[src/rtl/mem_stage_lsu.sv]
// Memory-stage load/store unit for the RV32I pipeline.
// Aligns store lanes, handshakes with a variable-latency data memory,
// sign/zero-extends loads and stalls the pipeline while an access is open.
module mem_stage_lsu #(
    parameter int TIMEOUT = 255,
    parameter int CNT_W   = 16
) (
    input  logic        clk,
    input  logic        rst_n,
    input  logic [31:0] ALUResultM,
    input  logic [31:0] WriteDataM,
    input  logic [2:0]  funct3M,
    input  logic        MemWriteM,
    input  logic        MemReadM,
    input  logic        mem_ready,
    input  logic [31:0] mem_rdata,
    output logic        mem_req,
    output logic        mem_we,
    output logic [31:0] mem_addr,
    output logic [3:0]  mem_be,
    output logic [31:0] mem_wdata,
    output logic [31:0] ReadDataM,
    output logic        StallM,
    output logic        MemExcM,
    output logic        BusErrM
);

    typedef enum logic [1:0] {
        IDLE = 2'd0,
        BUSY = 2'd1,
        DONE = 2'd2
    } StateT;

    StateT            state;
    logic [CNT_W-1:0] waitCnt;
    logic [31:0]      addrQ;
    logic [3:0]       beQ;
    logic [31:0]      wdataQ;
    logic             weQ;
    logic [2:0]       funct3Q;
    logic [1:0]       offQ;

    logic [1:0]       off;
    logic             isStore;
    logic             isLoad;
    logic             accessValid;
    logic             legal;
    logic [3:0]       laneBe;
    logic [31:0]      laneWdata;
    logic [31:0]      shiftedData;
    logic [31:0]      loadExt;
    logic             busy;

    // A store wins when both controls are raised; the read is then ignored
    assign off         = ALUResultM[1:0];
    assign isStore     = MemWriteM;
    assign isLoad      = MemReadM & ~MemWriteM;
    assign accessValid = isStore | isLoad;

    // Alignment and funct3 legality of the access currently in M
    always_comb begin
        legal = 1'b0;
        if (isStore) begin
            case (funct3M)
                3'b000:  legal = 1'b1;
                3'b001:  legal = ~off[0];
                3'b010:  legal = (off == 2'b00);
                default: legal = 1'b0;
            endcase
        end else if (isLoad) begin
            case (funct3M)
                3'b000, 3'b100: legal = 1'b1;
                3'b001, 3'b101: legal = ~off[0];
                3'b010:         legal = (off == 2'b00);
                default:        legal = 1'b0;
            endcase
        end
    end

    // Byte enables and replicated store data for the addressed lanes
    always_comb begin
        laneBe    = 4'b1111;
        laneWdata = WriteDataM;
        case (funct3M[1:0])
            2'b00: begin
                laneBe    = 4'b0001 << off;
                laneWdata = {4{WriteDataM[7:0]}};
            end
            2'b01: begin
                laneBe    = 4'b0011 << off;
                laneWdata = {2{WriteDataM[15:0]}};
            end
            default: begin
                laneBe    = 4'b1111;
                laneWdata = WriteDataM;
            end
        endcase
    end

    // Extract and extend the loaded byte/half from the returned word
    always_comb begin
        shiftedData = mem_rdata >> {offQ, 3'b000};
        loadExt     = mem_rdata;
        case (funct3Q)
            3'b000:  loadExt = {{24{shiftedData[7]}}, shiftedData[7:0]};
            3'b100:  loadExt = {24'h000000, shiftedData[7:0]};
            3'b001:  loadExt = {{16{shiftedData[15]}}, shiftedData[15:0]};
            3'b101:  loadExt = {16'h0000, shiftedData[15:0]};
            default: loadExt = mem_rdata;
        endcase
    end

    // Access sequencing, watchdog and result capture
    always_ff @(posedge clk or negedge rst_n) begin
        if (!rst_n) begin
            state     <= IDLE;
            waitCnt   <= '0;
            addrQ     <= '0;
            beQ       <= '0;
            wdataQ    <= '0;
            weQ       <= 1'b0;
            funct3Q   <= '0;
            offQ      <= '0;
            ReadDataM <= '0;
            BusErrM   <= 1'b0;
        end else begin
            BusErrM <= 1'b0;
            case (state)
                IDLE: begin
                    if (accessValid) begin
                        if (legal) begin
                            addrQ   <= {ALUResultM[31:2], 2'b00};
                            beQ     <= laneBe;
                            wdataQ  <= laneWdata;
                            weQ     <= isStore;
                            funct3Q <= funct3M;
                            offQ    <= off;
                            waitCnt <= '0;
                            state   <= BUSY;
                        end else begin
                            ReadDataM <= '0;
                        end
                    end
                end
                BUSY: begin
                    if (mem_ready) begin
                        if (!weQ) begin
                            ReadDataM <= loadExt;
                        end
                        waitCnt <= '0;
                        state   <= DONE;
                    end else if (waitCnt == CNT_W'(TIMEOUT - 1)) begin
                        BusErrM   <= 1'b1;
                        ReadDataM <= '0;
                        waitCnt   <= '0;
                        state     <= DONE;
                    end else begin
                        waitCnt <= waitCnt + 1'b1;
                    end
                end
                DONE: begin
                    state <= IDLE;
                end
                default: begin
                    state <= IDLE;
                end
            endcase
        end
    end

    // Bus outputs are only live during BUSY; stall/exception are gated by reset
    // so an access still presented while reset is held cannot stall or fault
    assign busy      = (state == BUSY);
    assign mem_req   = busy;
    assign mem_we    = busy & weQ;
    assign mem_addr  = busy ? addrQ : 32'h0;
    assign mem_be    = busy ? beQ : 4'h0;
    assign mem_wdata = busy ? wdataQ : 32'h0;
    assign StallM    = rst_n & (busy | ((state == IDLE) & accessValid & legal));
    assign MemExcM   = rst_n & (state == IDLE) & accessValid & ~legal;

endmodule
[config.mk]
export PLATFORM = sky130hd
export DESIGN_NAME = mem_stage_lsu
export DESIGN_NICKNAME = d
export VERILOG_FILES = /design/src/rtl/mem_stage_lsu.sv
export SDC_FILE = /design/constraint.sdc
export NUM_CORES = 1
export LEC_CHECK = 0
export CELL_PAD_IN_SITES_DETAIL_PLACEMENT = 0
export CELL_PAD_IN_SITES_GLOBAL_PLACEMENT = 1
export CORE_MARGIN = 2
export CORE_UTILIZATION = 29
export CTS_BUF_LIST = sky130_fd_sc_hd__clkbuf_4
export CTS_CLUSTER_SIZE = 24
export DETAILED_ROUTE_END_ITERATION = 7
export PLACE_DENSITY = 0.68
export SLEW_MARGIN = 25
export SYNTH_ARGS = -nofsm -noshare
export SYNTH_HDL_FRONTEND = slang
export SYNTH_SLANG_ARGS = --single-unit
[constraint.sdc]
create_clock -name clk -period 2.45 [get_ports clk]
set_input_delay 0.245 -clock clk [delete_from_list [all_inputs] [get_ports clk]]
set_output_delay 0.245 -clock clk [all_outputs]
set_load 0.005 [all_outputs]
==> summary.md, run 1 <==
| Metric | Value |
|---|---|
| Inserted Clock Buffers | `17` |
| Critical Path Slowest Stage Cell | `dfrtp_2` |
| FF+latch count, synth | `123` |
| DP HPWL | `13600 um` |
| Clk root buf | `clkbuf_4` |
| Die area | `22500 um2` |
| Max FO, Critical Path | `8` |
| Largest net degree at the start of global routing | `70` |
| Clk buf depth | `2` |
| Max Fclk | `0.427 GHz` |
| Largest cells by area after synthesis | `dfrtp_1 (50%), mux2_2 (8.6%), and2_1 (6.9%)` |
| I/O pins | `209` |
| Worst rel slew slack | `31.7%` |
| Synth Area in Adders | `0.406%` |
| Placeable Area | `21000 um2` |
| DRT Pass-1 Iters | `5` |
| Gr ovfl total | `0` |
| DR vias | `5549` |
| Xor-xnor portion of the synthesized cell area | `0%` |
| Area leader, netlist | `dfrtp_1` |
| Ys flop type | `dfrtp_1` |
| Post-synthesis mux area share | `13.5%` |
| Area Overhead vs Synth | `52.1%` |
| Routed len/inst | `18.0 um` |
| Share of the synthesized area in the top cell type | `49.9%` |
| Leakage | `4.81 nW` |
| Yosys cell types | `47` |
| CP Data Required Time | `2.20 ns` |
| Class of the worst hold path | `in -> reg` |
| Largest family of logic cells by synthesized area | `simple AND/OR/NAND/NOR gates` |
| Starting density of the core | `29.4%` |
| Initial antenna violation count | `1` |
| Final period util | `95.5%` |
| Clk sinks | `123` |
| Post-route ant nets | `0` |
| Clk slew on worst S/H paths | `0.11 ns` |
| Fin cells | `1123` |
| CP Capture Type | `primary output` |
| Cell area after layout | `9390 um2` |
| Post-synth EDFFs | `0` |
| Clock period minus worst slack | `2.34 ns` |
| Via density | `4.94` |
| Cell area after placement | `8660 um2` |
| DRC viols | `0` |
| GRT Total Usage | `17.0%` |
| Slowest stage delay, CP | `0.49 ns` |
| Post-synthesis instance total | `606` |
| IO Port Bufs | `206` |
| H-Tree Depth | `4` |
| Share of cells above drive strength 1 | `16.4%` |
| CTS tree | `built` |
| Post-route setup TNS | `0 ns` |
| Final Skew | `0.0222 ns` |
| Placed cells | `1075` |
| Commonest non-fill, non-tap cell in the layout | `clkdlybuf4s50_1` |
| Peak supply drop | `341 uV` |
| Status | `complete, no violations` |
| Row cnt | `53` |
| Most frequent cells in the layout | `clkdlybuf4s50_1 (154), dfrtp_1 (122), and2_1 (68)` |
| Bufs and invs on worst path | `4` |
| PwrDens | `869 nW/um2` |
| Crit path kind | `reg -> out` |
| Async SR Flop Fraction | `100%` |
| Worst path top cell family by delay | `buffers and inverters` |
| Vias in the first global route | `5607` |
| First DRT Iteration DRCs | `370` |
| Post-synthesis sequential area ratio | `49.9%` |
| CP startpoint kind | `flop` |
| Critical Path AT | `2.10 ns` |
| Post-synthesis compound-gate area fraction | `14.3%` |
| Max_cap viols | `0` |
| Unrepaired setup endpoints after global routing | `false` |
| Global-route wire length before repair | `29700 um` |
| Avg Synthesized Cell Area | `10.2 um2` |
| Final net count | `941` |
| Die height | `150 um` |
| Yosys warns | `0` |
| Die width | `150 um` |
| Final setup vio count | `0` |
| Critical-path cell list | `nand2b_4 > buf_8 > clkinv_8 > clkbuf_16 > and2_1 > clkdlybuf4s50_1` |
| Post-Route WL | `20200 um` |
| Skew-Pair Late Insertion Delay | `0.53 ns` |
| Post-synthesis simple-gate area fraction | `18.1%` |
| Worst slew pin tran | `1.02 ns` |
| Cell area after synthesis | `6170 um2` |
| GPL Wtd Cong | `0.814` |
| Max-slew violations | `0` |
| Final hold viol count | `0` |
==> layout make-up <==
type / count / area, um2
diodes: 1 / 2.50
clock buffers: 17 / 128
clock inverters: 14 / 155
fillers: 1984 / 11600
inverters: 12 / 57.6
multi-input cells: 431 / 2940
flip-flops and latches: 123 / 3080
well taps: 275 / 344
repair buffers: 249 / 2680
repair inverters: 1 / 8.76
==> timing repair <==
item                                   4_1_cts  5_1_grt
gates cloned                                 2        6
endpoints found under the hold margin      123        0
hold buffers                                 1        0
setup endpoints to repair                   69       67
buffers inserted                             1        6
resized for setup                            9       58
==> path summary, 6_finish.rpt <==
check | start | end | slack [ns] | depth (start not counted)
worst max-delay path | state[0] | mem_addr[7] | 0.11 | 6
worst min-delay path | ALUResultM[31] | addrQ[31] | 0.33 | 2
worst max register to register | waitCnt[12] | ReadDataM[21] | 0.22 | 6
worst min register to register | wdataQ[26] | wdataQ[26] | 0.48 | 2
max in group asynchronous | rst_n | addrQ[6] | 1.36 | 3
min in group asynchronous | rst_n | weQ | 0.43 | 3
==> worst register-to-register path, cell delays in order, from the launching register on <==
cell and delay [ns]:
dfrtp_1 0.45, or4_4 0.56, nor4_4 0.27, or3_2 0.20, nand3_4 0.08, buf_12 0.18
a221o_1 0.38
==> through the flow <==
stage / setup WS, ns / hold WS (ns) / util (%) / power, mW
after floorplan: 0.406 / -0.0506 / - / 4.84
after global placement: 0.116 / 0.456 / 41.3 / 6.35
after detailed placement: -0.0262 / 0.462 / 41.3 / 6.44
after CTS: 0.00326 / 0.277 / 43.1 / 8.05
after global routing: 0.00618 / 0.265 / 44.8 / 8.75
final: 0.109 / 0.326 / 44.8 / 8.16
==> layer usage <==
metal	global-route usage (%)	share of wire (%)
met2	27.5	47
met1	22.6	46
met5	0	0
met3	4.42	6.1
met4	4.20	0.94
==> kinds of logic after synthesis <==
family / after synthesis
other: 1
flip-flops: 123
adder cells (fa/ha/maj): 2
buffers and inverters: 53
multiplexers: 77
AND/OR/NAND/NOR: 212
AO/OA/AOI/OAI: 138
==> report_power, final <==
group          leakage, nW  internal [mW]  switching [mW]
Clock                0.142          0.685           0.785
Sequential            1.57           2.76           0.435
Combinational         3.10           1.93            1.56
Total                 4.81           5.38            2.78
==> registers in the layout, indices dropped and copies added, names as in the netlist <==
register and count:
waitCnt 16, beQ 4, offQ 2, BusErrM 1
wdataQ 32, funct3Q 3, ReadDataM 32, state 2
addrQ 30, weQ 1
==> synthesized netlist by cell type (2+ instances only) <==
cell       number
nand2b_1        2
a31oi_1        10
nor3_1         19
or3_1           8
a21o_1          9
or2_2           3
buf_4           2
ha_1            2
and2_1         68
inv_1          12
nor2b_1         2
nand3b_1        3
o2bb2ai_1       2
mux2i_1        29
o21ai_1         3
o22ai_1         4
nand3_1        12
buf_6           2
nand2_1        48
a211o_1         3
a221oi_1        4
nor3b_1         2
buf_2           7
dfrtp_1       123
o21ai_0        46
a21oi_1        32
a221o_1        19
buf_1           2
nand4_1         2
nor2_1         36
mux2_2         47
clkbuf_1       28
Power figures use the tool's default switching activity.
==> run 2, diff against run 1 <==
Settings changed: ABC_AREA set to 1, CORE_ASPECT_RATIO set to 2, PLACE_DENSITY 0.68 to 0.7.
==> run 2 against run 1 <==
Against the previous run: clock skew barely moved; clock power down 4%; power fell by 16%; die area is 9.8% higher; cell count rose by 29%; cell area grew 1.2%; critical path type unchanged; highest routed layer is now met5.
==> summary.md, run 2 <==
| Metric | Value |
|---|---|
| Status | `complete, no violations (unchanged)` |
| DRC viols | `0 (unchanged)` |
| Clk buf depth | `2 (unchanged)` |
| Initial antenna violation count | `7 (was 1)` |
| Skew-Pair Late Insertion Delay | `0.55 ns (was 0.53 ns)` |
| Via density | `4.69 (was 4.94)` |
| Die width | `112 um (was 150 um)` |
| Clock power frac | `20.6% (was 18.0%)` |
| Max-slew violations | `0 (unchanged)` |
| Combinational power share | `38.8% (was 42.8%)` |
| Async SR Flop Fraction | `100% (unchanged)` |
| DP HPWL | `17400 um (was 13600 um)` |
| Total power | `6.87 mW (was 8.16 mW)` |
| Peak supply drop | `328 uV (was 341 uV)` |
| Largest cells by area after synthesis | `dfrtp_1 (45%), nand2_1 (13%), nor2_1 (9.0%) (was dfrtp_1 (50%), mux2_2 (8.6%), and2_1 (6.9%))` |
| Net Sw Frac | `37.1% (was 34.1%)` |
| Largest registers | `ReadDataM x32, wdataQ x32, addrQ x30 (unchanged)` |
| Inserted Clock Buffers | `17 (unchanged)` |
| Share of the synthesized area in the top cell type | `45.4% (was 49.9%)` |
| Die height | `220 um (was 150 um)` |
| Share of cells above drive strength 1 | `8.53% (was 16.4%)` |
| Avg Synthesized Cell Area | `7.21 um2 (was 10.2 um2)` |
| CTS tree | `built (unchanged)` |
| Crit path kind | `reg -> out (unchanged)` |
| Most frequent cell after synthesis | `nand2_1 (was dfrtp_1)` |
| Cell area after layout | `9500 um2 (was 9390 um2)` |
| CP Capture Type | `primary output (unchanged)` |
| Sequential share of power | `40.6% (was 39.2%)` |
| Placeable Area | `23100 um2 (was 21000 um2)` |
| Post-synth EDFFs | `0 (unchanged)` |
| Class of the worst hold path | `in -> async (was in -> reg)` |
| Fin cells | `1449 (was 1123)` |
| I/O pins | `209 (unchanged)` |
| Die area | `24700 um2 (was 22500 um2)` |
| GR Layer Usage met1 | `19.6% (was 22.6%)` |
| Largest net degree at the start of global routing | `86 (was 70)` |
| Clock period minus worst slack | `2.34 ns (about the same)` |
| CP startpoint kind | `flop (unchanged)` |
| DR vias | `6793 (was 5549)` |
| Net switching power | `2.55 mW (was 2.78 mW)` |
| Worst slew pin tran | `0.793 ns (was 1.02 ns)` |
| Most frequent cells in the layout | `nand2_1 (229), clkdlybuf4s50_1 (203), nor2_1 (159) (was clkdlybuf4s50_1 (154), dfrtp_1 (122), and2_1 (68))` |
| Ys flop type | `dfrtp_1 (unchanged)` |
| Post-route setup TNS | `0 ns (unchanged)` |
| Unrepaired setup endpoints after global routing | `true (was false)` |
| Commonest non-fill, non-tap cell in the layout | `nand2_1 (was clkdlybuf4s50_1)` |
| Area leader, netlist | `dfrtp_1 (unchanged)` |
| Final net count | `1253 (was 941)` |
| Clk slew on worst S/H paths | `0.11 ns (about the same)` |
| Gr ovfl total | `0 (unchanged)` |
| Area Overhead vs Synth | `40.3% (was 52.1%)` |
| Critical Path AT | `2.09 ns (was 2.10 ns)` |
| Max FO, Critical Path | `3 (was 8)` |
| Vias in the first global route | `7027 (was 5607)` |
| Row cnt | `79 (was 53)` |
| Post-synthesis sequential area ratio | `45.4% (was 49.9%)` |
| IO Port Bufs | `206 (unchanged)` |
| DRT Pass-1 Iters | `5 (unchanged)` |
| Final setup vio count | `0 (unchanged)` |
| Clk sinks | `123 (unchanged)` |
| FF+latch count, synth | `123 (unchanged)` |
| Reg2Reg Depth | `9 (was 6)` |
| Final Skew | `0.0226 ns (was 0.0222 ns)` |
| CP Data Required Time | `2.20 ns (about the same)` |
| Post-synthesis instance total | `939 (was 606)` |
| Post-Route WL | `23500 um (was 20200 um)` |
| Starting density of the core | `29.3% (was 29.4%)` |
| Leakage | `4.71 nW (was 4.81 nW)` |
| Yosys warns | `0 (unchanged)` |
| Worst rel slew slack | `47.2% (was 31.7%)` |
| Top cells by count, synth | `nand2_1 (230), nor2_1 (162), dfrtp_1 (123) (was dfrtp_1 (123), and2_1 (68), nand2_1 (48))` |
| GPL Wtd Cong | `0.910 (was 0.814)` |
| First DRT Iteration DRCs | `347 (was 370)` |
| Yosys cell types | `37 (was 47)` |
| PwrDens | `723 nW/um2 (was 869 nW/um2)` |
| H-Tree Depth | `4 (unchanged)` |
| Routed len/inst | `16.2 um (was 18.0 um)` |
| Final hold viol count | `0 (unchanged)` |
| Clk root buf | `clkbuf_4 (unchanged)` |
| M3 GR Usage | `4.38% (was 4.42%)` |
| Int Pwr | `4.32 mW (was 5.38 mW)` |
| Post-route ant nets | `0 (unchanged)` |
| Placed cells | `1406 (was 1075)` |
| Global-route wire length before repair | `37300 um (was 29700 um)` |
| Cell area after placement | `9120 um2 (was 8660 um2)` |
| Cell area after synthesis | `6770 um2 (was 6170 um2)` |
| Max_cap viols | `0 (unchanged)` |
| Grt peak-use layer | `met2 (unchanged)` |
| GRT Total Usage | `19.6% (was 17.0%)` |
| Final period util | `95.4% (was 95.5%)` |
| Max Fclk | `0.428 GHz (was 0.427 GHz)` |
| GR Util met2 | `37.6% (was 27.5%)` |
[run 2: cell count changes after synthesis, moves of 14 or more]
cell / change
nand2_2: +14
nand2_1: +182
o21ai_1: +31
clkbuf_1: -21
o21ai_0: -14
mux2i_1: -25
nand3_1: +34
a21oi_1: +37
and2_1: -68
a221o_1: -19
mux2_2: -47
inv_1: +98
nor2_1: +126
[run 2: power groups by stage]
| stage | combinational, mW | sequential [mW] | clock [mW] |
|---|---|---|---|
| after floorplan | 1.50 | 2.74 | 0 |
| after global placement | 2.63 | 2.82 | 0 |
| after detailed placement | 2.64 | 2.83 | 0 |
| after CTS | 2.69 | 2.79 | 1.49 |
| after global routing | 2.99 | 2.86 | 1.57 |
| final | 2.66 | 2.79 | 1.41 |
[run 2: worst max-delay path: stages, from the launching register on]
cell and delay, ns:
dfrtp_1 0.43, buf_4 0.15, nor2_4 0.14, nand3_4 0.11, a21boi_4 0.18, clkdlybuf4s50_1 0.55
[run 2: routing by layer]
metal  routed length, um  share of wire [%]
met2               13100                 56
met1                8330                 35
met3                1110                4.7
met5                  11              0.047
met4                 938                4.0
[run 2: repair_timing]
action,CTS,global route
endpoints found under the hold margin,91,0
setup buffers,1,2
gates cloned,1,0
hold buffers,1,0
pin swaps,1,0
setup endpoints to repair,55,22
resized for setup,10,8
[run 2: final timing paths]
path | from | to | slack (ns)
worst max-delay path | state[1] | StallM | 0.11
worst min-delay path | rst_n | ReadDataM[5] | 0.06
worst max register to register | waitCnt[0] | ReadDataM[28] | 0.45
worst min register to register | ReadDataM[1] | ReadDataM[1] | 0.48
max in group asynchronous | rst_n | waitCnt[5] | 1.28
min in group clk | ALUResultM[18] | addrQ[18] | 0.27
[run 2: cells by family (layout without fill, tap and decap cells)]
| group | count (synthesis) | in the layout | synth area share [%] |
|---|---|---|---|
| AND/OR/NAND/NOR | 485 | 486 | 29.9 |
| buffers and inverters | 164 | 383 | 10.8 |
| AO/OA/AOI/OAI | 156 | 156 | 12.4 |
| flip-flops | 123 | 123 | 45.4 |
| XOR/XNOR | 4 | 4 | 0.517 |
| multiplexers | 4 | 4 | 0.591 |
| adder cells (fa/ha/maj) | 2 | 2 | 0.369 |
| other | 1 | 8 | 0.0554 |
[run 2: area by class of cell]
class	instances	area (um2)
fill	2473	13600
sequential	123	3080
timing repair buffer	235	2330
multi-input combinational	654	3020
tap	283	354
clock inverter	11	103
inverter	116	442
antenna	6	15.0
clock buffer	21	158
[run 2: per-stage QoR]
stage               setup slack, ns  util [%]  hold slack (ns)
floorplan                     0.996         -          -0.0506
global placement             0.0484      39.4           0.0682
detailed placement           0.0291      39.4           0.0715
CTS                         0.00185      40.8         0.000848
global route               -0.00797      41.1           0.0319
finish                        0.112      41.1           0.0628
==> run 3, diff against run 2 <==
Settings changed: CORE_ASPECT_RATIO 2 to unset, HOLD_SLACK_MARGIN set to 0.12, PLACE_DENSITY 0.7 to unset, PLACE_DENSITY_LB_ADDON set to 0.1.
==> run 3 against run 2 <==
Against the previous run: sequential power hardly changed; hold slack better by 0.17 ns; critical endpoint is now mem_wdata[5]; core utilization up 0.42 points; first-iteration DRC count grew 11%.
==> summary.md, run 3 (same netlist as run 2, synthesis figures left out) <==
| Metric | Value |
|---|---|
| Clock period minus worst slack | `2.30 ns (was 2.34 ns)` |
| Final Skew | `0.0239 ns (was 0.0226 ns)` |
| H-Tree Depth | `4 (unchanged)` |
| CTS tree | `built (unchanged)` |
| Die height | `157 um (was 220 um)` |
| Skew-Pair Late Insertion Delay | `0.53 ns (was 0.55 ns)` |
| Global-route wire length before repair | `34900 um (was 37300 um)` |
| Clk slew on worst S/H paths | `0.13 ns (was 0.11 ns)` |
| Worst slew pin tran | `0.572 ns (was 0.793 ns)` |
| Share of cells above drive strength 1 | `7.59% (was 8.53%)` |
| Final hold viol count | `0 (unchanged)` |
| Max Fclk | `0.435 GHz (was 0.428 GHz)` |
| Max_cap viols | `0 (unchanged)` |
| CP Data Required Time | `2.20 ns (about the same)` |
| Largest registers | `ReadDataM x32, wdataQ x32, addrQ x30 (unchanged)` |
| DR vias | `6540 (was 6793)` |
| I/O pins | `209 (unchanged)` |
| Largest net degree at the start of global routing | `104 (was 86)` |
| Inserted Clock Buffers | `17 (unchanged)` |
| Clk buf depth | `2 (unchanged)` |
| Post-Route WL | `22000 um (was 23500 um)` |
| Peak supply drop | `351 uV (was 328 uV)` |
| CP startpoint kind | `flop (unchanged)` |
| GPL Wtd Cong | `0.826 (was 0.910)` |
| Gr ovfl total | `0 (unchanged)` |
| Max-slew violations | `0 (unchanged)` |
| Leakage | `4.66 nW (was 4.71 nW)` |
| Post-route ant nets | `0 (unchanged)` |
| Final period util | `93.8% (was 95.4%)` |
| Final net count | `1240 (was 1253)` |
| Area Overhead vs Synth | `39.6% (was 40.3%)` |
| Clk sinks | `123 (unchanged)` |
| Unrepaired setup endpoints after global routing | `false (was true)` |
| FF/Latch Area | `3080 um2 (unchanged)` |
| Vias in the first global route | `6369 (was 7027)` |
| Final setup vio count | `0 (unchanged)` |
| IO Port Bufs | `206 (unchanged)` |
| Worst rel slew slack | `61.9% (was 47.2%)` |
| CP Capture Type | `primary output (unchanged)` |
| Most frequent cells in the layout | `nand2_1 (229), clkdlybuf4s50_1 (203), nor2_1 (159) (unchanged)` |
| Routed len/inst | `15.1 um (was 16.2 um)` |
| Placeable Area | `22800 um2 (was 23100 um2)` |
| Via density | `4.47 (was 4.69)` |
| First DRT Iteration DRCs | `386 (was 347)` |
| Area of the multi-input gates | `2990 um2 (was 3020 um2)` |
| WHS | `0.233 ns (was 0.0628 ns)` |
| Critical Path AT | `2.05 ns (was 2.09 ns)` |
| Status | `complete, no violations (unchanged)` |
| Commonest non-fill, non-tap cell in the layout | `nand2_1 (unchanged)` |
| PwrDens | `736 nW/um2 (was 723 nW/um2)` |
| Clk root buf | `clkbuf_4 (unchanged)` |
| Die area | `24600 um2 (was 24700 um2)` |
| Max FO, Critical Path | `37 (was 3)` |
| GRT Total Usage | `18.1% (was 19.6%)` |
| DRT Pass-1 Iters | `5 (unchanged)` |
| Row cnt | `55 (was 79)` |
| Class of the worst hold path | `in -> async (unchanged)` |
| Starting density of the core | `29.7% (was 29.3%)` |
| Post-CTS Setup Repair Bufs | `0 (was 1)` |
| Die width | `157 um (was 112 um)` |
| DRC viols | `0 (unchanged)` |
| DP HPWL | `15800 um (was 17400 um)` |
| Post-route setup TNS | `0 ns (unchanged)` |
| # fillers | `2438 (was 2473)` |
| Crit path kind | `reg -> out (unchanged)` |
| Initial antenna violation count | `3 (was 7)` |
run 3: changes by cell type in the layout (fill, tap and decap cells not counted), sizes merged:
cell and change:
bufinv +1, diode -4, nand2 -1, buf -12
inv +2, clkbuf -3
run 3: timing repair:
item,4_1_cts,5_1_grt
gates resized for setup,2,7
hold buffers,1,0
endpoints found under the setup margin,65,44
hold endpoints to repair,123,0
pin swaps,0,0
run 3: final cells by class:
class                      count  share of cell area [%]
sequential                   123                    32.6
multi-input combinational    653                    31.6
timing repair buffer         223                    23.7
inverter                     116                    4.61
tap                          313                    4.14
clock inverter                14                    1.81
clock buffer                  18                    1.43
antenna                        2                  0.0529
run 3: worst paths after layout:
check	startpoint	endpoint	slack, ns	cells past startpoint
max	state[1]	mem_wdata[5]	0.15	5
min reg2reg	ReadDataM[5]	ReadDataM[5]	0.49	2
min	rst_n	addrQ[28]	0.23	2
max reg2reg	waitCnt[0]	ReadDataM[27]	0.49	9
max in group asynchronous	rst_n	state[0]	1.35	3
min in group clk	ALUResultM[20]	addrQ[20]	0.27	3
run 3: power breakdown:
part           internal (mW)  switching [mW]  total, mW
Clock                  0.724           0.889       1.61
Sequential              2.51           0.252       2.76
Combinational           1.15            1.43       2.58
Total                   4.39            2.57       6.96
run 3: critical path, cell delays in order (launching register included):
cell and delay (ns):
dfrtp_1 0.42, inv_2 0.11, nand2_8 0.13, buf_12 0.21, nor2_2 0.15, clkdlybuf4s50_1 0.52
run 3: stage by stage:
step                setup slack [ns]  util (%)  cell area (um2)  std cells  power [mW]
CTS                          0.00430      41.4             9430       1460        7.05
floorplan                      0.996         -             6780        940        4.23
detailed placement             0.204      40.0             9100       1427        5.41
global placement               0.200      40.0             9100       1427        5.38
global route                 0.00859      41.5             9450       1462        7.50
finish                         0.152      41.5             9450       1462        6.96
run 3: per-layer routing:
layer  share of wire [%]  global-route usage [%]  up-vias
met5                   0                       0        -
met1                  46                    24.1     3006
met4                0.76                    3.15        0
met3                 7.8                    6.34        9
li1                    -                       -     3339
met2                  46                    28.8      186
